[src/rtl/fetch_unit_if.sv]
// Fetch stage bundle: instruction-memory request/ack side and the
// decode/sign-extender side of the fetch unit.
interface fetch_unit_if;
    // Instruction memory side
    logic        imem_req;
    logic [63:0] imem_addr;
    logic        imem_ack;
    logic [31:0] imem_rdata;

    // Decode / sign-extender side
    logic [31:0] Instruction;
    logic [25:0] Imm26;
    logic        inst_valid;
    logic        inst_ready;
    logic [63:0] BusImm;
    logic        Branch;
    logic        Uncondbranch;
    logic        Zero;
    logic [63:0] PC;

    // Fetch unit view
    modport master (
        output imem_req, imem_addr,
        input  imem_ack, imem_rdata,
        output Instruction, Imm26, inst_valid, PC,
        input  inst_ready, BusImm, Branch, Uncondbranch, Zero
    );

    // Memory / decode view
    modport slave (
        input  imem_req, imem_addr,
        output imem_ack, imem_rdata,
        input  Instruction, Imm26, inst_valid, PC,
        output inst_ready, BusImm, Branch, Uncondbranch, Zero
    );
endinterface

[src/rtl/fetch_unit.sv]
// Instruction fetch stage: holds the PC, fetches one word at a time over a
// level req/ack handshake and hands it to decode over valid/ready.  The next
// PC is either sequential (+4) or a word-scaled PC-relative branch target.
module fetch_unit (
    input  logic        CLK,
    input  logic        resetl,
    input  logic [63:0] startPC,
    fetch_unit_if.master bus
);

    typedef enum logic [1:0] {
        S_IDLE = 2'd0,
        S_WAIT = 2'd1,
        S_HOLD = 2'd2
    } state_t;

    state_t      state;
    state_t      state_next;
    logic [63:0] pc;
    logic [31:0] instr;
    logic        req;
    logic        valid;
    logic        fetch_done;
    logic        accept;
    logic        take_branch;
    logic [63:0] pc_next;

    // Branch offsets are signed word counts; modulo-2^64 add lets negative
    // offsets branch backward without any special handling.
    function automatic logic [63:0] branch_target(input logic [63:0] base,
                                                  input logic signed [63:0] offset);
        logic signed [63:0] scaled;
        scaled = offset <<< 2;
        return base + $unsigned(scaled);
    endfunction

    function automatic logic [63:0] seq_target(input logic [63:0] base);
        return base + 64'd4;
    endfunction

    assign fetch_done  = (state == S_WAIT) && bus.imem_ack;
    assign accept      = (state == S_HOLD) && bus.inst_ready;
    assign take_branch = bus.Uncondbranch | (bus.Branch & bus.Zero);
    assign pc_next     = take_branch ? branch_target(pc, $signed(bus.BusImm))
                                     : seq_target(pc);

    // State register; reset wins over any handshake in flight.
    always_ff @(posedge CLK) begin
        if (!resetl) begin
            state <= S_IDLE;
        end else begin
            state <= state_next;
        end
    end

    // Next-state and handshake outputs; ack/ready outside their state are ignored.
    always_comb begin
        state_next = state;
        req        = 1'b0;
        valid      = 1'b0;
        case (state)
            S_IDLE: begin
                state_next = S_WAIT;
            end
            S_WAIT: begin
                req = 1'b1;
                if (bus.imem_ack) begin
                    state_next = S_HOLD;
                end
            end
            S_HOLD: begin
                valid = 1'b1;
                if (bus.inst_ready) begin
                    state_next = S_WAIT;
                end
            end
            default: begin
                state_next = S_IDLE;
            end
        endcase
    end

    // PC and instruction registers; both frozen except on fetch/accept edges.
    always_ff @(posedge CLK) begin
        if (!resetl) begin
            pc    <= startPC;
            instr <= 32'd0;
        end else begin
            if (fetch_done) begin
                instr <= bus.imem_rdata;
            end
            if (accept) begin
                pc <= pc_next;
            end
        end
    end

    assign bus.imem_req    = req;
    assign bus.imem_addr   = pc;
    assign bus.PC          = pc;
    assign bus.Instruction = instr;
    assign bus.Imm26       = instr[25:0];
    assign bus.inst_valid  = valid;

endmodule
[src/flat_wrapper.sv]
// flat-port wrapper written by rule: the top's interface ports become plain ports
module fetch_unit_flat 
  (CLK, resetl, startPC, bus_imem_req, bus_imem_addr, bus_imem_ack, bus_imem_rdata, bus_Instruction, bus_Imm26, bus_inst_valid, bus_PC, bus_inst_ready, bus_BusImm, bus_Branch, bus_Uncondbranch, bus_Zero);
  fetch_unit_if bus_i ();
  input  logic CLK;
  input  logic resetl;
  input  logic [63:0] startPC;
  output wire logic [$bits(bus_i.imem_req)-1:0] bus_imem_req;
  output wire logic [$bits(bus_i.imem_addr)-1:0] bus_imem_addr;
  input wire logic [$bits(bus_i.imem_ack)-1:0] bus_imem_ack;
  input wire logic [$bits(bus_i.imem_rdata)-1:0] bus_imem_rdata;
  output wire logic [$bits(bus_i.Instruction)-1:0] bus_Instruction;
  output wire logic [$bits(bus_i.Imm26)-1:0] bus_Imm26;
  output wire logic [$bits(bus_i.inst_valid)-1:0] bus_inst_valid;
  output wire logic [$bits(bus_i.PC)-1:0] bus_PC;
  input wire logic [$bits(bus_i.inst_ready)-1:0] bus_inst_ready;
  input wire logic [$bits(bus_i.BusImm)-1:0] bus_BusImm;
  input wire logic [$bits(bus_i.Branch)-1:0] bus_Branch;
  input wire logic [$bits(bus_i.Uncondbranch)-1:0] bus_Uncondbranch;
  input wire logic [$bits(bus_i.Zero)-1:0] bus_Zero;
  assign bus_imem_req = bus_i.imem_req;
  assign bus_imem_addr = bus_i.imem_addr;
  assign bus_i.imem_ack = bus_imem_ack;
  assign bus_i.imem_rdata = bus_imem_rdata;
  assign bus_Instruction = bus_i.Instruction;
  assign bus_Imm26 = bus_i.Imm26;
  assign bus_inst_valid = bus_i.inst_valid;
  assign bus_PC = bus_i.PC;
  assign bus_i.inst_ready = bus_inst_ready;
  assign bus_i.BusImm = bus_BusImm;
  assign bus_i.Branch = bus_Branch;
  assign bus_i.Uncondbranch = bus_Uncondbranch;
  assign bus_i.Zero = bus_Zero;
  fetch_unit u_core (.CLK(CLK), .resetl(resetl), .startPC(startPC), .bus(bus_i));
endmodule
[config.mk]
export PLATFORM = sky130hd
export DESIGN_NAME = fetch_unit_flat
export DESIGN_NICKNAME = d
export VERILOG_FILES = /design/src/rtl/fetch_unit_if.sv /design/src/rtl/fetch_unit.sv /design/src/flat_wrapper.sv
export SDC_FILE = /design/constraint.sdc
export NUM_CORES = 1
export LEC_CHECK = 0
export ABC_AREA = 1
export ABC_CLOCK_PERIOD_IN_PS = 2600
export BUFFER_PORTS_ARGS = -buffer_cell sky130_fd_sc_hd__buf_2
export CAP_MARGIN = 20
export CORE_ASPECT_RATIO = 1.5
export CORE_UTILIZATION = 48
export CTS_BUF_LIST = sky130_fd_sc_hd__clkbuf_8 sky130_fd_sc_hd__clkbuf_16
export CTS_CLUSTER_SIZE = 30
export DETAILED_ROUTE_END_ITERATION = 8
export GPL_ROUTABILITY_DRIVEN = 0
export GPL_TIMING_DRIVEN = 0
export HOLD_SLACK_MARGIN = 0.12
export PLACE_DENSITY = 0.76
export SLEW_MARGIN = 20
export SYNTH_ARGS = -nofsm -noshare
export SYNTH_HDL_FRONTEND = slang
export SYNTH_SLANG_ARGS = --single-unit
export TNS_END_PERCENT = 10
[constraint.sdc]
create_clock -name CLK -period 2.6 [get_ports CLK]
set_input_delay 0.39 -clock CLK [delete_from_list [all_inputs] [get_ports CLK]]
set_output_delay 0.39 -clock CLK [all_outputs]
set_load 0.005 [all_outputs]
==> flow_metrics.tcl <==
set metrics [dict create \
    worstSetupPathType "in -> reg" \
    postCtsHoldBufs 0 \
    slew_headroom_pct 54.2 \
    core_um2 21700 \
    seqPwrFrac_pct 29.2 \
    antenna_found_initial 2 \
    startpoint_type "input port" \
    synth_largest_area_cell "nand2_1" \
    fmax_mhz 379 \
    slowest_stage "ha_1" \
    vdd_drop_max_mv 0.444 \
    dp_hpwl_um 30000 \
    dp_slack_ps -1380 \
    dieArea_um2 22800 \
    ant_nets 0 \
    final_cells 2464 \
    endpoint_kind "flop" \
    synth-seq-area-share_pct 24.5 \
    overflow 0 \
    die_y_um 184 \
    path_cells "buf_2, nand2_2, inv_2, nor2_4, buf_12, buf_8, nor2_1, ha_1, nand2_1, nor2_2, nand2_1, nor2_2, o21ai_2, nand2_2, nand2_1, nand2_1, nand2_1, nand3_1, nand2_1" \
    nets 2414 \
    synth_warnings 0 \
    hold_viol 0 \
    wl_per_cell_um 15.2 \
    critPathMaxFanout 10 \
    cts_tree "yes" \
    synth-seq-cells 98 \
    syn_area_um2 10600 \
    cts_buffers 9 \
    fin_ws_ps -41.9 \
    p_leak_uw 0.00802 \
    cts_sinks 98 \
    cp_num_buf_inv 4 \
    crit_family "simple AND/OR/NAND/NOR gates" \
    synth_cell_type_count 36 \
    synth_top_area_share_pct 23.3 \
    setup_viol 2 \
    maxCapViolations 0 \
    p_sw_share_pct 41.8 \
    violations "setup timing" \
    drv_slew 0 \
    ios 355 \
    root_buffer "clkbuf_16" \
    syn_avg_cell_area_um2 5.91 \
    drive_gt1_share_pct 33.8 \
    syn_inst 1802 \
    period_needed_ps 2640 \
    synth.area.top_cells "nand2_1, edfxtp_1, inv_1" \
    p_sw_uw 2910 \
    powerDensity_nw_per_um2 491 \
    drt_iter0_drc 952 \
    power_frac_comb_pct 50.6 \
    finalClockSkew_ps 14.5 \
    vias_per_cell 5.02 \
    clock_latency_ps 380 \
    timing.final.crit_share_pct 102 \
    num_vias 12378 \
    slowest_delay_ps 360 \
    grt_use_total_pct 31.6 \
    die_x_um 124 \
    synth-edff-count 64 \
    core.rowCount 66 \
    status "finished with violations" \
    synth_flop_cell "edfxtp_1" \
    grt_pass1_wl_um 54900 \
    final_cell_area_um2 14200 \
    clkTransAtPathRegs_ps 80 \
    async_flop_share_pct 0 \
    clkPwrFrac_pct 20.2 \
    io_buffers 351 \
    drtPass1Iterations 6 \
    tightest_slew_ps 687 \
    start_util_pct 49.0 \
    grt_max_degree 33 \
    drc 0 \
    rsz0062_at_grt "yes" \
    dpl_cell_area_um2 12800 \
    crit_top_cell "nand2_1" \
    p_int_uw 4060 \
    cts.path.max_buffers 2 \
    grt_pass1_vias 11268 \
    hold_path_class "in -> reg" \
    dp.cells 2426 \
    critical_path_required_ps 2730 \
    synthesis.nets 2031 \
    wl_um 37400 \
    htree_levels 3 \
    worst-endpoint-arrival_ps 2770 \
    areaGrowthSynthToFinish_pct 33.5 \
]
[worst reg2reg max path, delay by kind of cell (launching register included)]
family | cells | cell delay, ps
fa+ha+maj | 2 | 570
buf+inv | 1 | 100
simple gates | 8 | 820
compound gates | 1 | 220
flops | 1 | 460
[path summary, 6_finish.rpt]
check	from	endpoint	slack, ps	cells after the start
hold reg to reg	u_core.bus.Instruction[26]	u_core.bus.Instruction[26]	460	2
hold / removal	startPC[18]	u_core.bus.PC[18]	280	3
setup / recovery	bus_Branch	u_core.bus.PC[62]	-40	19
setup reg to reg	u_core.bus.PC[2]	u_core.bus.PC[62]	170	12
[cells by family (layout without fill, tap and decap cells)]
family          count (synthesis)  in the layout  share of synthesized area (%)
simple gates                 1013           1013                           39.9
buf+inv                       481            869                           20.2
compound gates                122            122                           5.97
flops                          98             98                           24.5
fa+ha+maj                      62             62                           7.36
xor+xnor                       26             26                           2.14
other cells                     0              2                              0
[final cells by class]
type | instances | area (µm²)
inverters | 358 | 1340
clock inverters | 5 | 43.8
clock buffers | 11 | 253
well taps | 272 | 340
fillers | 2008 | 7510
repair buffers | 372 | 1950
multi-input cells | 1223 | 6820
plain buffers | 123 | 847
flip-flops and latches | 98 | 2600
diodes | 2 | 5.00
[per-stage QoR]
| stage | setup TNS (ps) | util [%] | power [µW] | hold slack, ps |
|---|---|---|---|---|
| floorplan | -0.400 | - | 4010 | 457 |
| global placement | -125030 | 58.7 | 4960 | 448 |
| detailed placement | -66580 | 58.8 | 5020 | 453 |
| CTS | -93.5 | 61.3 | 6510 | 279 |
| global route | -1860 | 65.4 | 7400 | 293 |
| finish | -51.1 | 65.4 | 6970 | 283 |
[registers in the layout, summed over array words and instances (netlist names)]
| register | cells |
|---|---|
| u_core.bus.PC | 64 |
| u_core.bus.Instruction | 32 |
| u_core.state | 2 |
[power groups by stage]
stage          combinational, µW  clock, µW  sequential, µW
3_3_place_gp                2920          0            2040
3_5_place_dp                2970          0            2050
2_1_floorplan               1990          0            2030
4_1_cts                     3080       1410            2020
6_report                    3530       1410            2040
5_1_grt                     3880       1460            2060
[synthesized netlist by cell type, types with 2 or more instances]
cell	number
a21oi_1	79
and2_1	3
buf_1	2
buf_2	3
buf_4	90
clkbuf_1	28
clkinv_1	3
dfxtp_1	34
edfxtp_1	64
ha_1	61
inv_1	341
inv_2	14
nand2_1	661
nand2_2	18
nand3_1	113
nand3_2	4
nand3b_1	7
nand4_1	12
nor2_1	154
nor2_2	20
nor2_4	3
nor3_1	4
nor3_2	7
nor3_4	2
o21ai_0	23
o21ai_1	13
o21bai_1	4
or2_2	3
xnor2_1	23
xor2_1	3
[timing repair]
| action | 4_1_cts | 5_1_grt |
|---|---|---|
| pin swaps | 9 | 37 |
| setup buffers | 7 | 12 |
| gates resized for setup | 53 | 203 |
| cloned | 1 | 0 |
| endpoints found under the setup margin | 59 | 43 |
[routing by layer]
metal  routed length (µm)  GRT usage [%]  vias up  part of all wire [%]
li1                     -              -     6150                     -
met1                13700           33.7     5522                    37
met2                19000           57.4      558                    51
met3                 2280           4.27      148                   6.1
met4                 2360           19.7        0                   6.3
met5                    0              0        -                     0
[layout by cell type (no fill, tap or decap), drive strengths merged]
master	netlist	layout
o21bai	5	5
nor2	177	177
nor4	1	1
xor2	3	3
a21boi	2	2
and2	4	4
o21ai	36	36
nand3	117	117
or2	3	3
inv	355	359
nand2	679	679
clkbuf	28	35
xnor2	23	23
a21oi	79	79
clkinv	3	4
nand4	12	12
nor3	13	13
edfxtp	64	64
nand3b	7	7
buf	95	471
dfxtp	34	34
fa	1	1
ha	61	61
diode	0	2
Note: power is estimated with default switching activity, not from simulation.
